File: src/rtl/clock_meter.sv
// clock_meter: reports period and high time of i_in, counted in i_clk cycles, once per input period.
// Optional build macro CLOCK_METER_SYNC_EN inserts a 2-flop synchronizer for an asynchronous i_in.
module clock_meter #(
   parameter int p_width = 16
) (
   input  logic               i_clk,
   input  logic               i_rst,
   input  logic               i_stop,
   input  logic               i_in,
   output logic [p_width-1:0] o_period,
   output logic [p_width-1:0] o_high,
   output logic               o_valid,
   output logic               o_lost
);

   typedef enum logic {
      S_IDLE    = 1'b0,
      S_MEASURE = 1'b1
   } state_t;

   localparam logic [p_width-1:0] LP_CNT_MAX = '1;
   localparam logic [p_width-1:0] LP_CNT_ONE = {{(p_width-1){1'b0}}, 1'b1};
   localparam logic [p_width-1:0] LP_CNT_ZERO = '0;

   state_t             r_state, w_state_nx;
   logic [p_width-1:0] r_cnt, w_cnt_nx;
   logic [p_width-1:0] r_high_q, w_high_q_nx;
   logic [p_width-1:0] r_period, w_period_nx;
   logic [p_width-1:0] r_high, w_high_nx;
   logic               r_valid, w_valid_nx;
   logic               r_lost, w_lost_nx;
   logic               r_prev;
   logic               w_s;
   logic               w_rise;
   logic               w_fall;

`ifdef CLOCK_METER_SYNC_EN
   logic r_sync1, r_sync2;

   // NOTE: non-blocking assignments let every flop sample the pre-edge value, forming a true 2-stage chain.
   always_ff @(posedge i_clk or negedge i_rst) begin
      if (!i_rst) begin
         r_sync1 <= 1'b0;
         r_sync2 <= 1'b0;
      end else begin
         r_sync1 <= i_in;
         r_sync2 <= r_sync1;
      end
   end

   assign w_s = r_sync2;
`else
   assign w_s = i_in;
`endif

   always_ff @(posedge i_clk or negedge i_rst) begin
      if (!i_rst) r_prev <= 1'b0;
      else        r_prev <= w_s;
   end

   assign w_rise = w_s & ~r_prev;
   assign w_fall = ~w_s & r_prev;

   always_comb begin
      // NOTE: every target gets a default first, so no path leaves one unassigned and no latch is inferred.
      w_state_nx  = r_state;
      w_cnt_nx    = r_cnt;
      w_high_q_nx = r_high_q;
      w_period_nx = r_period;
      w_high_nx   = r_high;
      w_valid_nx  = 1'b0;
      w_lost_nx   = r_lost;

      if (i_stop) begin
         w_state_nx  = S_IDLE;
         w_cnt_nx    = LP_CNT_ZERO;
         w_high_q_nx = LP_CNT_ZERO;
      end else begin
         case (r_state)
            S_IDLE: begin
               w_cnt_nx    = LP_CNT_ZERO;
               w_high_q_nx = LP_CNT_ZERO;
               if (w_rise) begin
                  w_cnt_nx   = LP_CNT_ONE;
                  w_state_nx = S_MEASURE;
               end
            end
            S_MEASURE: begin
               w_cnt_nx = r_cnt + LP_CNT_ONE;
               if (w_fall) w_high_q_nx = r_cnt;
               // A rise coinciding with saturation still closes a valid period.
               if (w_rise) begin
                  w_period_nx = r_cnt;
                  w_high_nx   = r_high_q;
                  w_valid_nx  = 1'b1;
                  w_lost_nx   = 1'b0;
                  w_cnt_nx    = LP_CNT_ONE;
               end else if (r_cnt == LP_CNT_MAX) begin
                  w_lost_nx   = 1'b1;
                  w_state_nx  = S_IDLE;
                  w_cnt_nx    = LP_CNT_ZERO;
                  w_high_q_nx = LP_CNT_ZERO;
               end
            end
            default: w_state_nx = S_IDLE;
         endcase
      end
   end

   always_ff @(posedge i_clk or negedge i_rst) begin
      if (!i_rst) begin
         r_state  <= S_IDLE;
         r_cnt    <= LP_CNT_ZERO;
         r_high_q <= LP_CNT_ZERO;
         r_period <= LP_CNT_ZERO;
         r_high   <= LP_CNT_ZERO;
         r_valid  <= 1'b0;
         r_lost   <= 1'b0;
      end else begin
         r_state  <= w_state_nx;
         r_cnt    <= w_cnt_nx;
         r_high_q <= w_high_q_nx;
         r_period <= w_period_nx;
         r_high   <= w_high_nx;
         r_valid  <= w_valid_nx;
         r_lost   <= w_lost_nx;
      end
   end

   assign o_period = r_period;
   assign o_high   = r_high;
   assign o_valid  = r_valid;
   assign o_lost   = r_lost;

endmodule

File: config.mk
export PLATFORM = sky130hd
export DESIGN_NAME = clock_meter
export DESIGN_NICKNAME = d
export VERILOG_FILES = /design/src/rtl/clock_meter.sv
export SDC_FILE = /design/constraint.sdc
export NUM_CORES = 1
export LEC_CHECK = 0
export ABC_AREA = 1
export CAP_MARGIN = 20
export CORE_ASPECT_RATIO = 1.25
export CORE_MARGIN = 2
export CORE_UTILIZATION = 40
export DETAILED_ROUTE_END_ITERATION = 10
export PLACE_DENSITY_LB_ADDON = 0.12
export SLEW_MARGIN = 20
export SYNTH_ARGS = -nofsm -noshare
export SYNTH_HDL_FRONTEND = slang
export SYNTH_SLANG_ARGS = --single-unit
File: constraint.sdc
create_clock -name i_clk -period 1.5 [get_ports i_clk]
set_input_delay 0.3 -clock i_clk [delete_from_list [all_inputs] [get_ports i_clk]]
set_output_delay 0.3 -clock i_clk [all_outputs]
set_load 0.01 [all_outputs]
# Yosys cells after proc, flatten, opt, wreduce, memory -nomap -nowiden
# Index checks and enable logic that the tools add are counted.
# word_totals
elab_cells	38
output_inout_bits	34
regBits	68
# op_classes
n_eq_ne	1
bitwise_logic	6
muxes	19
n_addsub	1
reduce_logical	3
# ops
operator	count
$mux W16	7
$pmux W16 S2	2
$add A16 B1 Y16 const B	1
$eq A16 B16 Y1 const B	1
$mux W1	9
$reduce_and A3 Y1	2
$not A1 Y1	4
$and A1 B1 Y1	2
$pmux W1 S2	1
$reduce_bool A2 Y1	1

# Longest topological paths before layout
# Gate-level depths: netlist (run 1).
# logic_depth
depth_word	7
mapped_depth	9
mapped_depth_nobuf	8

# Least setup slack after synthesis (run 1)
# No wires, ideal clock.
# synth_timing
kind	register to register
start	register r_cnt[1]
end	register r_high_q[10]
synth_period_minus_slack_ns	1.417
path_stages_with_launch	10
setup_time_ns	0.113
n_path_buf	1
slack_ns	0.083
arrival_time_ns	1.304
required_ns	1.387
cell_sequence	dfrtp_1 ha_1 nand3_2 inv_2 nand2_4 nor2_8 nand3_4 buf_6 nand2_1 inv_1
# synth_between
elab_chain_cells	5
# synth_rtl
item	line	text
from (decl)	26	logic [p_width-1:0] r_cnt, w_cnt_nx;
from (signal assigned)	121	r_cnt <= w_cnt_nx;
$eq A16 B16 Y1	98	end else if (r_cnt == LP_CNT_MAX) begin
$mux W16	98	
$mux W16	92	if (w_rise) begin
$pmux W16 S2	79	case (r_state)
$mux W16	74	if (i_stop) begin
named net w_high_q_nx[10]	27	logic [p_width-1:0] r_high_q, w_high_q_nx;
to (signal assigned)	122	r_high_q <= w_high_q_nx;
to (decl)	27	
# The timed path passes the listed nets, and every way through them passes these cells.
# A chain may end at the register's enable or synchronous reset.

# Final worst setup path (run 1)
# layout_timing
start	register r_cnt[1]
end	register r_high_q[6]
# The elaborated chain is that of the path after synthesis.

==> results of run 1 <==
-- per-stage QoR --
step,cells,power (mW),utilization
after global routing,525,4.00,0.545
final,525,3.82,0.545
after CTS,523,3.86,0.538
after floorplan,355,2.13,-
after detailed placement,505,2.37,0.512
after global placement,505,2.37,0.512
-- per-layer routing --
layer / vias up / part of all wire / GRT usage
met2: 48 / 0.47 / 0.282
met1: 1132 / 0.48 / 0.273
met3: 12 / 0.032 / 0.0294
met5: - / 0 / 0
li1: 1244 / - / -
met4: 0 / 0.024 / 0.103
-- flip-flops by register name, summed over array words and instances, names as in the netlist --
signal / cells
o_high: 16
r_prev: 1
o_period: 16
r_high_q: 16
r_cnt: 16
r_state: 1
o_lost: 1
o_valid: 1
-- cells by family after synthesis --
kind of cell | count (synthesis)
AOI/OAI and AO/OA | 47
xor gates and xnor gates | 7
adders and majority gates | 1
buffers and inverters | 67
DFF | 68
and+or+nand+nor | 165
-- cells in the mapped netlist --
master,number
sky130_fd_sc_hd__a211oi_1,16
sky130_fd_sc_hd__a21oi_1,2
sky130_fd_sc_hd__buf_2,2
sky130_fd_sc_hd__buf_4,3
sky130_fd_sc_hd__buf_6,1
sky130_fd_sc_hd__clkbuf_1,7
sky130_fd_sc_hd__dfrtp_1,68
sky130_fd_sc_hd__ha_1,1
sky130_fd_sc_hd__inv_1,49
sky130_fd_sc_hd__inv_2,5
sky130_fd_sc_hd__nand2_1,97
sky130_fd_sc_hd__nand2_2,4
sky130_fd_sc_hd__nand2_4,1
sky130_fd_sc_hd__nand3_1,5
sky130_fd_sc_hd__nand3_2,1
sky130_fd_sc_hd__nand3_4,1
sky130_fd_sc_hd__nand4_1,6
sky130_fd_sc_hd__nor2_1,46
sky130_fd_sc_hd__nor2_4,3
sky130_fd_sc_hd__nor2_8,1
sky130_fd_sc_hd__o21ai_0,29
sky130_fd_sc_hd__xnor2_1,1
sky130_fd_sc_hd__xor2_1,6
-- report_power, final --
part / total (mW) / leakage (nW) / internal, mW / switching [mW]
logic: 0.338 / 1.09 / 0.147 / 0.192
clock network: 1.53 / 0.0983 / 0.810 / 0.725
registers: 1.95 / 0.926 / 1.91 / 0.0382
-- critical path: cells and delay by family, from the launching register on --
family,cells,cell delay [ns]
adders and majority gates,1,0.17
DFF,1,0.40
buffers and inverters,2,0.12
and+or+nand+nor,5,0.62
-- layout make-up --
type                            count  area, um2  share of cell area
Clock inverter                      6       63.8              0.0159
Timing Repair Buffer               74        669               0.167
Tap cell                           92        115              0.0287
Inverter                           54        205              0.0512
Clock buffer                       10        138              0.0343
Multi-Input combinational cell    221       1120               0.279
Sequential cell                    68       1700               0.424
-- how the worst max path moves through the flow --
| stage | start | endpoint | slack (ns) | depth (start not counted) |
|---|---|---|---|---|
| final | r_cnt[1]$_DFF_PN0_ | r_high_q[6]$_DFF_PN0_ | 0.07 | 8 |
| after global routing | r_cnt[1]$_DFF_PN0_ | r_high_q[15]$_DFF_PN0_ | -0.05 | 8 |
| after CTS | r_cnt[0]$_DFF_PN0_ | r_cnt[2]$_DFF_PN0_ | 0.02 | 9 |
| after detailed placement | i_in | r_high_q[6]$_DFF_PN0_ | -0.25 | 8 |
| after global placement | i_in | r_high_q[10]$_DFF_PN0_ | -0.22 | 8 |
| after floorplan | r_cnt[1]$_DFF_PN0_ | r_high_q[10]$_DFF_PN0_ | 0.08 | 9 |
-- repair_timing --
item,4_1_cts,5_1_grt
hold endpoints to repair,68,0
gates cloned,1,0
pin swaps,0,4
endpoints found under the setup margin,50,33
buffers inserted,0,2
gates resized for setup,35,11
hold buffers,1,0
==> metrics.txt, run 1 <==
cell type with the largest total area after synthesis=sky130_fd_sc_hd__dfrtp_1; antenna violations before repair=0; starting utilization of the core area=0.413; power per cell area=952 nW/um2; worst-case reg-to-reg path depth=8; row cnt=35; max incr delay on CP=0.40 ns; Overall Global Routing Usage=0.192; share of the synthesized area in the top cell type=0.560; multiplexer fraction of the synthesized cell area=0; share of the synthesized netlist area taken by xor and xnor gates=0.0202; largest net degree at the start of global routing=69; cells traversed along the worst timing path=ha_4, nand3_4, inv_4, nand2_4, nor2_8, nand3_4, nand2_1, inv_1; origin of the worst min-delay path=i_in; final estimated routing congestion in global placement=0.901; most used cell, CP=sky130_fd_sc_hd__nand3_4; routed length per instance=13.3 um; worst hold margin=0.430 ns; cts bufs inserted=9; synthesized netlist cell count=355; post-DR vias/cell=4.64; via count of the first global-routing pass=2364; number of DRC violations after detailed-routing iteration 0=115; static leakage=2.12 nW; clock tree buffer depth=2; sort of element at the start of the critical path=flip-flop; latest clock arrival within the worst-skew pair=0.35 ns; sequential area share after synthesis=0.560; Area Overhead vs Synth=31.9%; setup repair after global routing missed its margin=yes; worst voltage drop across the vdd grid=0.000659 V; pin slew with the least headroom to its limit=0.357 ns; final clock skew=0.0116 ns; total grt overflow=0; Die Footprint=8320 um2; Cells on Worst Hold Path=1; buffer type at the clock tree root=sky130_fd_sc_hd__clkbuf_8; total number of vias=2436; Post-route DRC=0; proportion of layout cells with a drive suffix above 1=0.178; final-report setup violation count=0; library cells used by synthesis=23; least setup slack across all paths after layout=0.0658 ns; Final Hold Vio Count=0; nets=433; DIE HEIGHT=101 um; Netlist Area Pre-Place=3040 um2; class of the most critical setup path=flip-flop to flip-flop; final critical delay including setup and external delays=1.43 ns; period utilization=0.956; Synth Area in Adders=0.00412; yosys synthesis warning count=0; number of clock sinks=68; average cell area after synthesis=8.56 um2; area share of and/or/nand/nor cells after synthesis=0.236; number of levels in the clock H-tree=3; commonest non-fill, non-tap cells in the layout=sky130_fd_sc_hd__nand2_1, sky130_fd_sc_hd__dfrtp_1, sky130_fd_sc_hd__inv_1; wire length of the first global-routing pass=11.8 mm; Post-Synthesis Net Count=360; capture point of the worst reg-to-reg path=r_high_q[6]$_DFF_PN0_; die width=82.0 um; synthesized-area fraction occupied by ao, oa, aoi and oai cells=0.0905; most common library cell in the layout ignoring fill and taps=sky130_fd_sc_hd__nand2_1; Final Routed Wirelength=6.99 mm; flops & latches, synth=68; endpoint class of the critical path=flip-flop; top fanout value on the critical path=9; Placed Area=3770 um2; Initial DRT Pass Iterations=4; core region area=7360 um2; minimum setup slack after placement=-0.245 ns; diode insertion count for antenna repair=0; DPL Wire Length=4.87 mm; post-CTS clock slew at the launch and capture registers of the worst setup and hold paths=0.08 ns; maximum clock rate=697 MHz; relative max-transition margin=0.762; Reg-to-Reg Start=r_cnt[1]$_DFF_PN0_; register-to-register setup slack=0.07 ns; Ports=38; Critical-path top delay cell=sky130_fd_sc_hd__dfrtp_1; leading cell types by total area after synthesis=sky130_fd_sc_hd__dfrtp_1, sky130_fd_sc_hd__nand2_1, sky130_fd_sc_hd__inv_1; Total Neg Setup Slack=0 ns; CTS tree=yes; Fill cells=712; Worst EP arrival=1.67 ns; number of maximum-capacitance constraint violations=0; required time of the critical path=1.73 ns; final instance area=4010 um2; post-route antenna net violation count=0; Hold WC Path Type=input port to flip-flop; number of buffer cells added on primary ports=37; count of pins over their slew limit=0; end point of the most critical hold path=r_prev$_DFF_PN0_; result of the run=finished clean; main combinational cell family by area after synthesis=simple AND/OR/NAND/NOR gates
Note: power is estimated with default switching activity, not from simulation.
==> run 2: changes to the inputs <==
--- a/config.mk
+++ b/config.mk
@@ -12,6 +12,7 @@
 export CORE_UTILIZATION = 40
 export DETAILED_ROUTE_END_ITERATION = 10
 export PLACE_DENSITY_LB_ADDON = 0.12
+export SETUP_SLACK_MARGIN = 0.4
 export SLEW_MARGIN = 20
 export SYNTH_ARGS = -nofsm -noshare
 export SYNTH_HDL_FRONTEND = slang
==> run 2 against run 1 <==
Compared with the run above: die area unchanged; via count is 9.2% higher; final cell count grew 7.0%; sequential cell count unchanged; setup slack improved by 0.020 ns; global-route usage up 2.0 points; combinational power rose by 50%; critical path type unchanged.
==> metrics.txt, run 2 (synthesized netlist as in run 1, its figures left out) <==
routed length per instance=14.2 um (+6.9%); most common library cell in the layout ignoring fill and taps=sky130_fd_sc_hd__dfrtp_1; Area Overhead vs Synth=51.0%; capture point of the worst reg-to-reg path=r_high_q[2]$_DFF_PN0_; sort of element at the start of the critical path=flip-flop; relative max-transition margin=0.758 (-0.00385); Worst EP arrival=1.66 ns (about the same); worst-case reg-to-reg path depth=8 (unchanged); number of maximum-capacitance constraint violations=0 (unchanged); setup repair after global routing missed its margin=yes; origin of the worst min-delay path=i_in; Ports=38 (unchanged); row cnt=35 (unchanged); total number of vias=2660 (+9.2%); Die Footprint=8320 um2 (unchanged); nets=471 (+8.8%); cts bufs inserted=9 (unchanged); via count of the first global-routing pass=2604 (+10%); Reg-to-Reg Start=r_cnt[0]$_DFF_PN0_; Hold WC Path Type=input port to flip-flop; post-route antenna net violation count=0 (unchanged); worst voltage drop across the vdd grid=0.000449 V (-32%); wire length of the first global-routing pass=13.0 mm (+9.9%); required time of the critical path=1.74 ns (about the same); worst hold margin=0.214 ns (-0.216 ns); total grt overflow=0 (unchanged); class of the most critical setup path=flip-flop to flip-flop; proportion of layout cells with a drive suffix above 1=0.451 (+0.273); register-to-register setup slack=0.09 ns (+0.02 ns); Final Routed Wirelength=8.00 mm (+14%); latest clock arrival within the worst-skew pair=0.35 ns (about the same); diode insertion count for antenna repair=0 (unchanged); final critical delay including setup and external delays=1.41 ns (-0.0204 ns); endpoint class of the critical path=flip-flop; power consumption=3.74 mW (-2.2%); antenna violations before repair=0 (unchanged); Initial DRT Pass Iterations=4 (unchanged); period utilization=0.943 (-0.0136); static leakage=2.38 nW (+12%); post-CTS clock slew at the launch and capture registers of the worst setup and hold paths=0.07 ns (about the same); starting utilization of the core area=0.413 (unchanged); power per cell area=813 nW/um2 (-15%); buffer type at the clock tree root=sky130_fd_sc_hd__clkbuf_8; number of DRC violations after detailed-routing iteration 0=135 (+17%); clock tree buffer depth=2 (unchanged); Post-route DRC=0 (unchanged); Final Hold Vio Count=0 (unchanged); Cells on Worst Hold Path=1 (unchanged); Overall Global Routing Usage=0.213 (+0.0205); count of pins over their slew limit=0 (unchanged); final clock skew=0.00909 ns (-0.00249 ns); number of clock sinks=68 (unchanged); die width=82.0 um (unchanged); CTS tree=yes; number of levels in the clock H-tree=3 (unchanged); result of the run=finished clean; DIE HEIGHT=101 um (unchanged); DPL Wire Length=4.74 mm (-2.7%); largest net degree at the start of global routing=69 (unchanged); number of buffer cells added on primary ports=37 (unchanged); final estimated routing congestion in global placement=0.853 (-5.3%); maximum clock rate=707 MHz (+1.4%); core region area=7360 um2 (unchanged); end point of the most critical hold path=r_prev$_DFF_PN0_; pin slew with the least headroom to its limit=0.363 ns (+0.00578 ns); final-report setup violation count=0 (unchanged); commonest non-fill, non-tap cells in the layout=sky130_fd_sc_hd__dfrtp_1, sky130_fd_sc_hd__buf_4, sky130_fd_sc_hd__nand2_1; post-DR vias/cell=4.73 (+2.0%); top fanout value on the critical path=9 (unchanged)
run 2: cell types whose count changed in the layout (fill, tap and decap cells not counted), sizes merged:
cell and delta:
clkinv +1, buf +71, clkdlybuf4s50 -2, bufbuf +1, bufinv -1, dlygate4sd2 -32
inv -1
run 2: final cells by class:
class | count | area, um2
clock inverter | 5 | 30.0
sequential | 68 | 1700
tap | 92 | 115
clock buffer | 10 | 128
fill | 631 | 2770
multi-input combinational | 221 | 1400
inverter | 54 | 215
timing repair buffer | 112 | 1010
run 2: how the worst max path moves through the flow:
stage | slack (ns) | endpoint | cells past startpoint | startpoint
floorplan | 0.08 | r_high_q[10]$_DFF_PN0_ | 9 | r_cnt[1]$_DFF_PN0_
global placement | -0.06 | r_high_q[4]$_DFF_PN0_ | 7 | i_stop
detailed placement | -0.12 | o_high[15]$_DFFE_PN0P_ | 7 | i_in
CTS | 0.07 | r_cnt[7]$_DFF_PN0_ | 9 | r_cnt[0]$_DFF_PN0_
global route | -0.05 | r_cnt[10]$_DFF_PN0_ | 8 | r_cnt[1]$_DFF_PN0_
finish | 0.09 | r_high_q[2]$_DFF_PN0_ | 8 | r_cnt[0]$_DFF_PN0_
run 2: per-layer routing:
metal  GRT usage  vias to the layer above  wire length (um)
met5           0                        -                 0
met4      0.0654                        0               124
met3      0.0544                       10               268
met2       0.349                       50              4180
met1       0.275                     1270              3420
li1            -                     1330                 -
run 2: timing repair:
action / 4_1_cts / 5_1_grt
gates cloned: 8 / 0
buffers inserted: 20 / 12
gates resized for setup: 221 / 59
endpoints found under the hold margin: 68 / 0
endpoints found under the setup margin: 101 / 101
pin swaps: 13 / 17
hold buffers: 1 / 0
run 2: stage by stage:
step | instance area (um2) | util | instances | setup TNS, ns | worst slack (ns)
floorplan | 3060 | - | 355 | 0 | 0.0850
global placement | 3760 | 0.511 | 506 | -1.88 | -0.0597
detailed placement | 3760 | 0.511 | 506 | -3.89 | -0.121
CTS | 4290 | 0.584 | 550 | 0 | 0.0738
global route | 4590 | 0.624 | 562 | -0.466 | -0.0491
finish | 4590 | 0.624 | 562 | 0 | 0.0862
run 2: critical path, stage by stage, from the launching register on:
cell and delay, ns:
sky130_fd_sc_hd__dfrtp_1 0.37, sky130_fd_sc_hd__ha_2 0.19, sky130_fd_sc_hd__nand3_2 0.09, sky130_fd_sc_hd__inv_2 0.10
sky130_fd_sc_hd__nand2_4 0.07, sky130_fd_sc_hd__nor2_8 0.16, sky130_fd_sc_hd__nand3_4 0.17, sky130_fd_sc_hd__nand2_1 0.12
sky130_fd_sc_hd__inv_1 0.04
run 2: power breakdown:
group          internal, mW  switching, mW
registers              1.91         0.0484
logic                 0.251          0.255
clock network         0.581          0.689
